File: config.mk
export PLATFORM = sky130hd
export DESIGN_NAME = control_puertas_param
export DESIGN_NICKNAME = d
export VERILOG_FILES = /design/src/rtl/control_puertas_param.sv
export SDC_FILE = /design/constraint.sdc
export NUM_CORES = 1
export LEC_CHECK = 0
export BUFFER_PORTS_ARGS = -buffer_cell sky130_fd_sc_hd__buf_4
export CORE_MARGIN = 1.5
export CORE_UTILIZATION = 36
export DETAILED_ROUTE_END_ITERATION = 6
export PLACE_DENSITY = 0.7
export SETUP_SLACK_MARGIN = 0.1
export SLEW_MARGIN = 20
export SYNTH_ARGS = -nofsm -noshare
export SYNTH_HDL_FRONTEND = slang
export SYNTH_SLANG_ARGS = --single-unit
export TNS_END_PERCENT = 10
File: constraint.sdc
create_clock -name clk -period 2.2 [get_ports clk]
set_clock_uncertainty 0.1 [all_clocks]
set_input_delay 0.22 -clock clk [delete_from_list [all_inputs] [get_ports clk]]
set_output_delay 0.22 -clock clk [all_outputs]
set_load 0.02 [all_outputs]
File: src/rtl/control_puertas_param.sv
// Door controller for an N_PISOS-floor car: opens on a call or the open button, holds, closes,
// re-opens on obstruction, and latches a fault on a stuck stroke or a moving car. `NUDGE_EN` adds forced-close nudging.
module control_puertas_param #(
  parameter int N_PISOS         = 4,
  parameter int T_ABIERTA       = 50,
  parameter int T_MOTOR_MAX     = 20,
  parameter int MAX_REAPERTURAS = 3,
  localparam int PW = $clog2(N_PISOS)
) (
  input  logic               clk,
  input  logic               rst_n,
  input  logic [N_PISOS-1:0] solicitud,
  input  logic [PW-1:0]      piso_actual,
  input  logic               moviendo,
  input  logic               boton_abrir,
  input  logic               boton_cerrar,
  input  logic               sensor,
  input  logic               fin_apertura,
  input  logic               fin_cierre,
  output logic               motor_abrir,
  output logic               motor_cerrar,
  output logic [1:0]         estado_puertas,
  output logic [N_PISOS-1:0] aviso,
  output logic               atendido,
  output logic               trabajando,
  output logic               falla
);
  localparam int HW = $clog2(T_ABIERTA + 1);
  localparam int SW = $clog2(T_MOTOR_MAX + 1);
  localparam int RW = $clog2(MAX_REAPERTURAS + 1);

  typedef enum logic [1:0] {
    CERRADA  = 2'b00,
    ABIERTA  = 2'b01,
    CERRANDO = 2'b10,
    ABRIENDO = 2'b11
  } estado_t;

  estado_t           state_q, state_d;
  logic [HW-1:0]     hold_q, hold_d, hold_dec;
  logic [SW-1:0]     stroke_q, stroke_d;
  logic [RW-1:0]     reab_q, reab_d, reab_inc;
  logic              falla_q, falla_d;
  logic              motor_abrir_q, motor_abrir_d;
  logic              motor_cerrar_q, motor_cerrar_d;
  logic              atendido_q, atendido_d;
  logic              trabajando_q, trabajando_d;
  logic [N_PISOS-1:0] aviso_q, aviso_d;
  logic [N_PISOS-1:0] sel;
  logic              call, nudge_now, stroke_exp;

  always_comb begin
    sel  = '0;
    call = 1'b0;
    // An out-of-range floor index matches no entry, so it is neither a call nor a chime.
    for (int i = 0; i < N_PISOS; i++) begin
      if (piso_actual == PW'(i)) begin
        sel[i] = 1'b1;
        call   = solicitud[i];
      end
    end
    hold_dec   = (hold_q == '0) ? '0 : hold_q - 1'b1;
    reab_inc   = (reab_q == RW'(MAX_REAPERTURAS)) ? reab_q : reab_q + 1'b1;
    stroke_exp = (stroke_q == SW'(T_MOTOR_MAX - 1));
`ifdef NUDGE_EN
    nudge_now  = (reab_q == RW'(MAX_REAPERTURAS));
`else
    nudge_now  = 1'b0;
`endif

    state_d    = state_q;
    hold_d     = hold_q;
    stroke_d   = stroke_q;
    reab_d     = reab_q;
    falla_d    = falla_q;
    aviso_d    = '0;
    atendido_d = 1'b0;

    if (!falla_q) begin
      if (moviendo && state_q != CERRADA) begin
        falla_d = 1'b1;
      end else begin
        case (state_q)
          CERRADA: begin
            if (!moviendo && (call || boton_abrir)) begin
              state_d    = ABRIENDO;
              aviso_d    = sel;
              atendido_d = call;
            end
          end
          ABRIENDO: begin
            if (fin_apertura) begin
              state_d = ABIERTA;
              hold_d  = HW'(T_ABIERTA);
            end else if (stroke_exp) begin
              falla_d = 1'b1;
            end else begin
              stroke_d = stroke_q + 1'b1;
            end
          end
          ABIERTA: begin
            atendido_d = call;
            hold_d     = (sensor || boton_abrir || call) ? HW'(T_ABIERTA) : hold_dec;
            // hold_dec reaching zero on this edge gives exactly T_ABIERTA cycles fully open.
            if ((boton_cerrar || hold_dec == '0) && !sensor && !boton_abrir)
              state_d = CERRANDO;
          end
          CERRANDO: begin
            if (boton_abrir || call || (sensor && !nudge_now)) begin
              state_d    = ABRIENDO;
              reab_d     = reab_inc;
              atendido_d = call;
            end else if (fin_cierre) begin
              state_d = CERRADA;
              reab_d  = '0;
            end else if (stroke_exp) begin
              falla_d = 1'b1;
            end else begin
              stroke_d = stroke_q + 1'b1;
            end
          end
        endcase
      end
    end

    if (state_d != state_q) stroke_d = '0;
`ifdef NUDGE_EN
    if (!falla_d && state_d == CERRANDO && reab_d == RW'(MAX_REAPERTURAS))
      aviso_d = aviso_d | sel;
`endif

    motor_abrir_d  = !falla_d && state_d == ABRIENDO;
    motor_cerrar_d = !falla_d && state_d == CERRANDO;
    trabajando_d   = falla_d || state_d != CERRADA;
  end

  always_ff @(posedge clk or negedge rst_n) begin
    if (!rst_n) begin
      state_q        <= CERRADA;
      hold_q         <= '0;
      stroke_q       <= '0;
      reab_q         <= '0;
      falla_q        <= 1'b0;
      motor_abrir_q  <= 1'b0;
      motor_cerrar_q <= 1'b0;
      atendido_q     <= 1'b0;
      trabajando_q   <= 1'b0;
      aviso_q        <= '0;
    end else begin
      state_q        <= state_d;
      hold_q         <= hold_d;
      stroke_q       <= stroke_d;
      reab_q         <= reab_d;
      falla_q        <= falla_d;
      motor_abrir_q  <= motor_abrir_d;
      motor_cerrar_q <= motor_cerrar_d;
      atendido_q     <= atendido_d;
      trabajando_q   <= trabajando_d;
      aviso_q        <= aviso_d;
    end
  end

  assign motor_abrir    = motor_abrir_q;
  assign motor_cerrar   = motor_cerrar_q;
  assign estado_puertas = state_q;
  assign aviso          = aviso_q;
  assign atendido       = atendido_q;
  assign trabajando     = trabajando_q;
  assign falla          = falla_q;
endmodule

## Yosys cells after proc, flatten, opt, wreduce, memory -nomap -nowiden

Index checks and enable logic that the tools add are counted.
W data, S select, Z words.

| word-level totals | value |
|---|---|
| input port bits | 14 |
| bits in registers | 22 |
| word-level logic and storage cells | 99 |
| output and inout bits | 11 |

| operators by class | value |
|---|---|
| equal/unequal tests | 16 |
| reductions and logical operators | 26 |
| add/sub/neg operators | 2 |
| bitwise operators | 2 |
| multiplexer cells | 44 |

Operators by type and width:

| kind | count |
|---|---|
| $mux W5 | 7 |
| $mux W1 | 18 |
| $mux W6 | 3 |
| $mux W4 | 4 |
| $mux W2 | 7 |
| $eq A2 B2 Y1 const B | 6 |
| $logic_not A6 Y1 | 2 |
| $pmux W6 S2 | 1 |
| $pmux W5 S2 | 1 |
| $ne A3 B3 Y1 const B | 3 |
| $pmux W2 S4 | 1 |
| $logic_and A1 B1 Y1 | 6 |
| $logic_or A1 B1 Y1 | 6 |
| $reduce_and A6 Y1 | 1 |
| $reduce_bool A2 Y1 | 3 |
| $sub A6 B1 Y6 const B | 1 |
| $add A5 B1 Y5 const B | 1 |
| $eq A5 B5 Y1 const B | 1 |
| $eq A2 B1 Y1 const B | 2 |
| $logic_not A1 Y1 | 4 |
| $logic_not A2 Y1 | 2 |
| $ne A2 B1 Y1 const B | 2 |
| $reduce_and A4 Y1 | 1 |
| $pmux W1 S3 | 1 |
| other kinds (5) | 6 |

## Depth between registers and ports, before layout

Gate-level depths: netlist of run 1.

| depth | value |
|---|---|
| depth after elaboration | 14 |
| gate-level depth with buffers | 7 |
| gate-level depth less buffers | 7 |

## Worst setup path before layout of run 1

No wires, ideal clock.

| timing path | value |
|---|---|
| kind | reg-to-reg |
| start point | register hold_q[0] |
| end point | register trabajando_q (netlist: trabajando) |
| path slack | 0.040 ns |
| cell stages (with the launch flop) | 8 |
| buffers on the path | 0 |
| arrival time | 1.936 ns |
| library setup time | 0.124 ns |
| clock period less this slack | 2.160 ns |
| cell sequence | dfrtp_1 -> inv_1 -> ha_1 -> or3b_1 -> nor4_2 -> a311oi_1 -> a221o_1 -> a211o_1 |

| on the way | value |
|---|---|
| cells in the longest elaborated chain, start to end | 12 |

RTL lines:

| element | line | source |
|---|---|---|
| start, declared | 40 | `logic [HW-1:0] hold_q, hold_d, hold_dec;` |
| start signal, assigned | 151 | `hold_q <= hold_d;` |
| $sub A6 B1 Y6 or $logic_not A6 Y1 (tied branches) | 62 | `hold_dec = (hold_q == '0) ? '0 : hold_q - 1'b1;` |
| $mux W6 (*) | 62 |  |
| $logic_not A6 Y1 (*) | 105 | `if ((boton_cerrar \|\| hold_dec == '0) && !sensor && !boton_abrir)` |
| $logic_or A1 B1 Y1 (*) | 105 |  |
| $logic_and A1 B1 Y1 (*) (2 in a row) | 105 |  |
| $mux W2 (*) | 105 |  |
| $pmux W2 S4 (*) | 83 | `case (state_q)` |
| $mux W2 (*) | 80 | `if (moviendo && state_q != CERRADA) begin` |
| $mux W2 (*) | 79 | `if (!falla_q) begin` |
| $reduce_bool A2 Y1 (*) | 134 | `trabajando_d = falla_d \|\| state_d != CERRADA;` |
| $logic_or A1 B1 Y1 (*) | 134 |  |
| named net trabajando_d | 47 | `logic trabajando_q, trabajando_d;` |
| end signal, assigned | 158 | `trabajando_q <= trabajando_d;` |
| end, declared | 47 |  |

The timed path passes the listed nets; every way through them passes the cells marked *.
A chain may end at the register's enable or synchronous reset.

## Worst setup path after layout of run 1

| timing path | value |
|---|---|
| start point | register hold_q[0] |
| end point | register stroke_q[0] |

| on the way | value |
|---|---|
| cells in the longest elaborated chain, start to end | 13 |

RTL lines:

| element | line | source |
|---|---|---|
| $sub A6 B1 Y6 or $logic_not A6 Y1 (tied branches) | 62 |  |
| $mux W6 (*) | 62 |  |
| $logic_not A6 Y1 (*) | 105 |  |
| $logic_or A1 B1 Y1 (*) | 105 |  |
| $logic_and A1 B1 Y1 (*) (2 in a row) | 105 |  |
| $mux W2 (*) | 105 |  |
| $pmux W2 S4 (*) | 83 |  |
| $mux W2 (*) | 80 |  |
| $mux W2 (*) | 79 |  |
| $ne A2 B2 Y1 (*) | 126 | `if (state_d != state_q) stroke_d = '0;` |
| $ne A3 B3 Y1 (no line), or another cell as far along | n/a |  |
| $reduce_and A6 Y1 (no line) | n/a |  |
| end signal, assigned | 152 | `stroke_q <= stroke_d;` |
| end, declared | 41 | `logic [SW-1:0] stroke_q, stroke_d;` |

Every way passes the cells marked *; elsewhere a longest branch is shown, timed or not.

==> impl.org, run 1 <==
** STA
- Setup Viol. Count Final :: 1
- Derived from the worst setup path, the maximum achievable clock frequency is between 400 and 500 MHz.
- Fin Setup TNS :: -0.00487 ns
- The tightest hold path in the finished design has a slack of roughly 0.0046 ns.
- The number of endpoints with negative hold slack in the final report came to 0.
- For the pin with the worst max-slew slack, the measured transition is 0.659 ns.
- Headroom to the max-slew limit :: approximately 56%
- Setup repair after global routing could not meet its margin everywhere.
- Final Slew Violations :: 0
- Final worst-path cycle share :: 100%
- After layout, the worst setup slack is -0.00487 ns.
- The smallest clock period supported by the final layout is computed as roughly 2.2 ns.

** Placed design
- The number of placed instances, taps included, is 212.
- After legalization and detailed placement, the total HPWL measured about 2300 µm.
- Count of buffers from port buffering :: 24
- Once placement finished, the instance area stood at roughly 1600 µm².
- At the end of routability-driven placement, the weighted congestion stood at about 0.85.

** Layout
- Share of final-layout standard cells stronger than drive strength 1 :: between 20 and 30%
- Design area :: ~1700 µm²
- Layout overhead on the synthesized area :: 27.4%
- After the flow finishes, the layout carries non-filler instances totaling approximately 220.
- Antenna diode count :: 0
- Net count, final :: between 150 and 200

** Worst setup path
- Crit end category :: flip-flop
- STA classifies the critical path startpoint as a flip-flop.
- Critical path peak fanout :: 5
- At the worst endpoint, the arrival time is 2.33 ns.
- Critical path class :: flip-flop to flip-flop
- At the worst endpoint, the required time is 2.33 ns.

** Floorplan
- Initial Util :: roughly two fifths
- Area of the core :: ~3400 µm²
- The die covers ~4000 µm².
- Row generation in the floorplan step produced 21 rows.
- The die is about 63 µm wide.
- 25 I/O pins were placed.
- Measured along the y axis, the die boundary spans roughly 63 µm.

** Yosys
- Syn_nets :: around 160
- Share of synthesized area occupied by flip-flops and latches :: between 40% and 50%
- For this run, the number of Yosys warnings is 0.
- Share of the synthesized area in the top cell type :: 41.8%
- After technology mapping, the gate count stands at 140.
- The synthesized netlist contains 46 unique library cells.
- After synthesis the netlist holds a flip-flop and latch count of 22.
- Number of enable-type register cells in the synthesized netlist :: 0
- The synthesized design spends more area on one cell type than any other, namely sky130_fd_sc_hd__dfrtp_1.
- Post-Synthesis Cell Area :: approximately 1300 µm²
- Counting flops with an async set or reset pin after synthesis yields a share of 100%.
- Synth Flop Type :: sky130_fd_sc_hd__dfrtp_1
- Most area-consuming cells after synthesis :: sky130_fd_sc_hd__dfrtp_1, sky130_fd_sc_hd__o21ai_0, sky130_fd_sc_hd__nand2_1
- Dividing the synthesized area by the synthesized cell count gives roughly 9.4 µm².

** Pwr
- Summed over all cells, the static leakage comes to approximately 0.74 nW.
- Worst VDD drop :: around 300 µV
- Dividing total power by cell area gives a power density of between 500 and 600 nW/µm².

** Clock tree
- TritonCTS built the clock tree.
- The later pin in the worst-skew pair is clocked with a latency of 0.31 ns.
- CTS HTree Levels :: 1
- CTS saw 22 sinks.
- Clock root cell :: sky130_fd_sc_hd__clkbuf_4
- Clock Path Buffers :: 2
- Counting the buffers created by CTS gives 3.
- CTS clock-pin slew for the worst setup and hold paths :: about 0.12 ns

** Drt
- Before antenna repair, the detailed router went through 7 iterations.
- For this run, design rule violations remaining after detail routing come to 0.
- After detailed routing, the number of vias per cell comes to ~5.7.
- The detail route stage leaves a number of antenna-violating nets equal to 0.
- After detailed routing, the total wire length is around 3100 µm.
- Across all layers, the routed design uses 1232 vias.
- Routed len/inst :: 14.2 µm
- Starting DRT DRC Count :: 31

** Global routing
- Initial antenna violation count :: 0
- For this run, the total global-route usage over all layers was measured as about 16%.
- The number of global-route vias before repair came to about 1100.
- Total congestion overflow :: 0
- The first global-routing pass estimated between 5000 and 6000 µm of wire.
- Pin count of the biggest net entering global routing :: 23

** Outcome
- Violations in the final reports :: setup timing
- The flow ran to the end, but the final reports show violations.

** Min path
- Kind of path behind the tightest hold check :: input port to flip-flop

** Flow run
- Across the run, the number of max-cap violations was 0.
-- cells in the final DEF, fill, tap and decap left out, types with 4 or more instances in the layout --
master                     instances
sky130_fd_sc_hd__nand2_1          11
sky130_fd_sc_hd__nor2_1           11
sky130_fd_sc_hd__a21oi_1           5
sky130_fd_sc_hd__inv_1             4
sky130_fd_sc_hd__o21ai_0          13
sky130_fd_sc_hd__buf_4            30
sky130_fd_sc_hd__dfrtp_1          22
sky130_fd_sc_hd__a22oi_1           5
sky130_fd_sc_hd__nor3b_1           4
sky130_fd_sc_hd__nor3_1            5
sky130_fd_sc_hd__nand2b_1          5
sky130_fd_sc_hd__nand3_1           4
sky130_fd_sc_hd__or3_1             5
-- final cells by class --
type                       instances  area [µm²]
clock buffer                       3        22.5
fill                             321        1740
inverter                           6        22.5
multi-input combinational        108         768
sequential                        22         551
tap                               46        57.6
timing repair buffer              33         255
-- flip-flops by register name (all words and copies together), names as in the netlist --
signal / flops
trabajando: 1
motor_abrir: 1
falla: 1
aviso: 4
atendido: 1
hold_q: 6
motor_cerrar: 1
stroke_q: 5
estado_puertas: 2
-- metrics by stage --
step,setup WS [ns],util [%],power (mW)
after floorplan,0.102,-,0.632
after global placement,0.0698,46.4,0.716
after detailed placement,-0.00602,46.4,0.720
after CTS,0.00641,48.1,0.909
after global routing,-0.0698,49.1,0.968
final,-0.00487,49.1,0.921
-- synth_stat cells (2+ instances only) --
library cell and number:
sky130_fd_sc_hd__dfrtp_1 22, sky130_fd_sc_hd__o21ai_0 14, sky130_fd_sc_hd__nand2_1 11, sky130_fd_sc_hd__nor2_1 11, sky130_fd_sc_hd__inv_1 6, sky130_fd_sc_hd__a21oi_1 5
sky130_fd_sc_hd__a22oi_1 5, sky130_fd_sc_hd__nand2b_1 5, sky130_fd_sc_hd__nor3_1 5, sky130_fd_sc_hd__or3_1 5, sky130_fd_sc_hd__nand3_1 4, sky130_fd_sc_hd__nor3b_1 4
sky130_fd_sc_hd__ha_1 3, sky130_fd_sc_hd__a211oi_1 2, sky130_fd_sc_hd__a21o_1 2, sky130_fd_sc_hd__a221o_1 2, sky130_fd_sc_hd__a31oi_1 2, sky130_fd_sc_hd__mux2i_1 2
sky130_fd_sc_hd__nor2b_1 2, sky130_fd_sc_hd__nor4bb_1 2
-- report_power, final --
| group | internal [mW] | total (mW) | switching, mW |
|---|---|---|---|
| Combinational | 0.112 | 0.269 | 0.157 |
| Clock | 0.0641 | 0.188 | 0.124 |
| Sequential | 0.432 | 0.463 | 0.0313 |
-- cells by family after synthesis --
| kind of cell | after synthesis | share of synthesized area, % |
|---|---|---|
| flip-flops | 22 | 41.8 |
| AND/OR/NAND/NOR | 61 | 26.5 |
| adder cells (fa/ha/maj) | 3 | 2.85 |
| AO/OA/AOI/OAI | 41 | 21.0 |
| multiplexers | 3 | 3.52 |
| buffers and inverters | 10 | 4.28 |
-- repair_timing --
item | in CTS | in global routing
pin swaps | 1 | 0
setup buffers | 0 | 0
hold endpoints to repair | 23 | 0
hold buffers | 3 | 0
endpoints found under the setup margin | 8 | 10
resized for setup | 1 | 7
-- critical path, stage by stage, from the launching register on --
cell and delay (ns):
sky130_fd_sc_hd__dfrtp_1 0.41, sky130_fd_sc_hd__inv_2 0.10, sky130_fd_sc_hd__ha_4 0.15, sky130_fd_sc_hd__or3b_4 0.42
sky130_fd_sc_hd__nor4_4 0.19, sky130_fd_sc_hd__a311oi_4 0.08, sky130_fd_sc_hd__a221o_1 0.43, sky130_fd_sc_hd__a22oi_1 0.23
-- worst paths after layout --
| kind | cells past startpoint | startpoint | end | slack (ns) |
|---|---|---|---|---|
| min in group asynchronous | 2 | rst_n | aviso[1] | 0.21 |
| min reg2reg | 2 | stroke_q[4] | stroke_q[4] | 0.49 |
| max in group asynchronous | 2 | rst_n | estado_puertas[0] | 1.56 |
| max reg2reg | 7 | hold_q[0] | stroke_q[0] | -0.005 |
| max | 7 | hold_q[0] | stroke_q[0] | -0.005 |
| min | 2 | piso_actual[1] | aviso[1] | 0.005 |
-- layer usage --
metal  up-vias  routed length [µm]  track usage [%]
met4         0                  59             7.34
met3         5                 104             1.25
met1       604                1460             20.4
li1        592                   -                -
met2        31                1470             25.9
met5         -                   0                0
Power figures use the tool's default switching activity.
==> run 2, diff against run 1 <==
Settings changed: ABC_AREA set to 1, GPL_TIMING_DRIVEN set to 0, RECOVER_POWER set to 50.
==> run 2 against run 1 <==
Against the previous run:
- the flow now finishes without violations
- sequential cell count is the same
- clock-buffer cell count is the same
- combinational power shrank 67%
==> impl.org, run 2 <==
** Floorplan
- Full die area :: 4050 µm² (was 4030 µm²)
- Initial Util :: 38.4% (was 38.5%)
- Die Span Y :: 63.6 µm (was 63.5 µm)
- Die width :: 63.6 µm (was 63.5 µm)
- The number of top-level design ports is 25 (unchanged).
- Area of the core :: 3440 µm² (was 3420 µm²)
- The placement row count was 21 (unchanged).

** Drt
- The residual antenna-violating net count after detailed routing was 0 (unchanged).
- Routed len/inst :: 11.2 µm (was 14.2 µm)
- The final wirelength came to 2840 µm (was 3090 µm).
- Vias per Instance :: 4.88 (was 5.65)
- The residual DRC count was 0 (unchanged).
- The number of optimization iterations in the first detailed-route pass is 4 (was 7).
- Via count :: 1239 (was 1232)
- Starting DRT DRC Count :: 30 (was 31)

** Min path
- The path category of the worst min-delay check is input port to flip-flop (unchanged).

** Layout
- Area of the multi-input gates :: 742 µm² (was 768 µm²)
- Net count, final :: 226 (was 191)
- The final core area utilization came to 49.9% (was 49.1%).
- The final cell count without fillers was 254 (was 218).
- The most flop-heavy register is hold_q (unchanged).
- The area taken by flip-flops and latches was 551 µm² (unchanged).
- Antenna diode count :: 0 (unchanged)
- The layout-stage area growth over the synthesis result is 29.8% (was 27.4%).
- The total of fill cells in the finished design was 353 (was 321).
- Flip-flop count of the largest register, all copies and words added :: 6 (unchanged)
- Most common cell after layout, fill and taps aside :: sky130_fd_sc_hd__nand2_1 (was sky130_fd_sc_hd__buf_4)
- Most frequent cells in the layout: sky130_fd_sc_hd__nand2_1, sky130_fd_sc_hd__inv_1, sky130_fd_sc_hd__dfrtp_1, sky130_fd_sc_hd__buf_4, sky130_fd_sc_hd__nor2_1 (was sky130_fd_sc_hd__buf_4, sky130_fd_sc_hd__dfrtp_1, sky130_fd_sc_hd__o21ai_0, sky130_fd_sc_hd__nor2_1, sky130_fd_sc_hd__nand2_1).
- Share of final-layout standard cells stronger than drive strength 1 :: 26.4% (was 27.9%)

** Yosys
- Average size of a mapped cell :: 7.47 µm² (was 9.40 µm²)
- Share of synthesized area occupied by flip-flops and latches :: 41.6% (was 41.8%)
- Syn_nets :: 194 (was 157)
- The most repeated cell in the gate-level netlist after synthesis is sky130_fd_sc_hd__nand2_1 (was sky130_fd_sc_hd__dfrtp_1).
- The cell type with the largest total area after synthesis is sky130_fd_sc_hd__dfrtp_1 (unchanged).
- Number of storage elements in the synthesis netlist :: 22 (unchanged)
- Post-Synthesis Cells :: 177 (was 140)
- Async set-or-reset flop fraction in the synthesized netlist :: 100% (unchanged)
- The flip-flop cell with the highest count after synthesis is sky130_fd_sc_hd__dfrtp_1 (unchanged).
- Number of enable-type register cells in the synthesized netlist :: 0 (unchanged)
- The area fraction of the dominant cell type after synthesis came to 41.6% (was 41.8%).
- Warnings, synthesis :: 0 (unchanged)
- List of most frequent post-synthesis cells: sky130_fd_sc_hd__nand2_1, sky130_fd_sc_hd__inv_1, sky130_fd_sc_hd__dfrtp_1, sky130_fd_sc_hd__nor2_1, sky130_fd_sc_hd__nand3_1 (was sky130_fd_sc_hd__dfrtp_1, sky130_fd_sc_hd__o21ai_0, sky130_fd_sc_hd__nand2_1, sky130_fd_sc_hd__nor2_1, sky130_fd_sc_hd__inv_1).
- Post-Synthesis Cell Area :: 1320 µm² (about the same)
- The number of unique standard cell types used by synthesis came to 25 (was 46).
- Most area-consuming cells after synthesis: sky130_fd_sc_hd__dfrtp_1, sky130_fd_sc_hd__nand2_1, sky130_fd_sc_hd__inv_1 (was sky130_fd_sc_hd__dfrtp_1, sky130_fd_sc_hd__o21ai_0, sky130_fd_sc_hd__nand2_1).

** Outcome
- Outcome :: complete, no violations (was finished, violations left)

** Placed design
- Weighted congestion reported at the end of routability-driven placement :: 0.795 (was 0.849)
- The number of placed cells counting well taps is 247 (was 212).
- The count of input and output buffers came to 24 (unchanged).
- The total half-perimeter wirelength after legalization and detailed placement was 2110 µm (was 2250 µm).

** Worst setup path
- Crit end category :: flip-flop (unchanged)
- The internal reg-to-reg setup slack was 0.25 ns (was -0.005 ns).
- The largest fanout of any net on the critical path is 7 (was 5).
- The arrival time of the worst setup path was 2.04 ns (was 2.33 ns).
- Reg2reg path depth :: 9 (was 7)
- Critical path startpoint category :: flip-flop (unchanged)
- The termination of the worst setup path is stroke_q[3] (was stroke_q[0]).
- Worst reg2reg startpoint :: estado_puertas[1] (was hold_q[0])
- Critical path class :: flip-flop to flip-flop (unchanged)
- The endpoint of the most critical register-to-register path is stroke_q[3] (was stroke_q[0]).
- The required arrival time at the worst endpoint is 2.30 ns (was 2.33 ns).
- Startpoint of the worst setup timing path :: estado_puertas[1] (was hold_q[0])

** Global routing
- The initial antenna violation count was 0 (unchanged).
- The total congestion overflow came to 0 (unchanged).
- Global-route wire length before repair :: 5020 µm (was 5090 µm)
- The total global-route track usage was 15.5% (was 15.6%).
- The number of global-route vias before repair was 1220 (was 1130).
- The largest net degree at the start of global routing came to 23 (unchanged).

** Clock tree
- The clock latency on the worst-skew pair was 0.27 ns (was 0.31 ns).
- The number of buffers on the longest clock path is 2 (unchanged).
- CTS HTree Levels :: 1 (unchanged)
- Clock tree sinks :: 22 (unchanged)
- Cts bufs inserted :: 3 (unchanged)
- The clock transition at the register clock pins on the worst setup and hold paths after CTS was 0.08 ns (was 0.12 ns).
- The clock tree from TritonCTS is yes (unchanged).
- The root buffer cell is sky130_fd_sc_hd__clkbuf_8 (was sky130_fd_sc_hd__clkbuf_4).

** Pwr
- Worst VDD drop :: 252 µV (was 303 µV)
- The power density over the cells is 516 nW/µm² (was 549 nW/µm²).
- The static power due to leakage is 0.807 nW (was 0.743 nW).

** STA
- Final min period :: 1.95 ns (was 2.20 ns)
- The peak clock frequency supported by timing is 514 MHz (was 454 MHz).
- The final worst-path cycle share was 88.5% (was 100%).
- The summed negative setup slack over all endpoints came to 0 ns (was -0.00487 ns).
- Smallest hold slack :: 0.0202 ns (was 0.00463 ns)
- Setup Viol. Count Final :: 0 (was 1)
- Setup repair after global routing missed its margin :: true (unchanged)
- The max-slew violation total from the final report is 0 (unchanged).
- Actual transition at the worst max-transition pin :: 1.20 ns (was 0.659 ns)
- The worst slew margin relative to its limit is 19.8% (was 55.9%).
- The number of endpoints with negative hold slack in the final report is 0 (unchanged).

** Flow run
- Max cap viols :: 0 (unchanged)
==> run 2: cell count changes after synthesis, moves of 6 or more <==
cell                      delta
sky130_fd_sc_hd__nor3_1      +6
sky130_fd_sc_hd__o21ai_0    -10
sky130_fd_sc_hd__nand2_1    +29
sky130_fd_sc_hd__inv_1      +22
sky130_fd_sc_hd__nor2_1      +9
sky130_fd_sc_hd__nand3_1    +12
==> run 2: cells by family (layout without fill, tap and decap cells) <==
group,count (synthesis),after routing,synth area share (%)
buffers and inverters,30,61,8.51
adder cells (fa/ha/maj),3,3,2.84
XOR/XNOR,1,1,0.662
AO/OA/AOI/OAI,18,18,9.65
AND/OR/NAND/NOR,103,103,36.7
flip-flops,22,22,41.6
==> run 2: per-layer routing <==
metal  track usage, %  wire, µm  vias to the layer above
met3             1.61        75                        5
met2             25.7      1330                       27
met4             7.61        61                        0
met5                0         0                        -
li1                 -         -                      642
met1             20.2      1380                      565
==> run 2: where the power goes <==
group	switching (mW)	leakage (nW)	internal (mW)
Combinational	0.0545	0.515	0.0339
Clock	0.143	0.0357	0.243
Sequential	0.00397	0.256	0.407
==> run 2: final cells by class <==
class,count,share of cell area (%)
clock buffer,3,2.41
inverter,30,6.56
tap,46,3.35
timing repair buffer,27,10.6
multi-input combinational,125,43.2
sequential,22,32.1
clock inverter,1,1.75
==> run 2: worst min path at each step <==
stage                         from           to  slack (ns)  depth (start not counted)
floorplan                    rst_n     atendido       -0.18                          0
global placement             rst_n  stroke_q[3]        0.03                          1
detailed placement           rst_n  stroke_q[3]        0.03                          1
CTS                 piso_actual[1]     aviso[0]        0.02                          2
global route        piso_actual[1]     aviso[0]        0.03                          2
finish              piso_actual[1]     aviso[0]        0.02                          2
==> run 2: critical path: stages (launching register included) <==
cell and delay, ns:
sky130_fd_sc_hd__dfrtp_1 0.46, sky130_fd_sc_hd__inv_2 0.15, sky130_fd_sc_hd__nand2_2 0.11, sky130_fd_sc_hd__nand2_2 0.07
sky130_fd_sc_hd__nand2_2 0.10, sky130_fd_sc_hd__nor4_4 0.33, sky130_fd_sc_hd__nand2_2 0.16, sky130_fd_sc_hd__o21bai_1 0.15
sky130_fd_sc_hd__nand2_1 0.07, sky130_fd_sc_hd__nor3_2 0.17
==> run 2: what timing repair did <==
action	4_1_cts	5_1_grt
hold endpoints to repair	22	0
resized for setup	2	21
endpoints found under the setup margin	9	9
hold buffers	1	0
pin swaps	0	1
setup buffers	0	2
==> run 2: through the flow <==
step / setup slack [ns] / area, µm² / power [mW]
CTS: 0.0792 / 1650 / 0.890
finish: 0.253 / 1720 / 0.886
floorplan: 0.336 / 1320 / 0.463
global route: 0.0750 / 1720 / 0.923
detailed placement: 0.0100 / 1560 / 0.505
global placement: 0.0399 / 1560 / 0.504
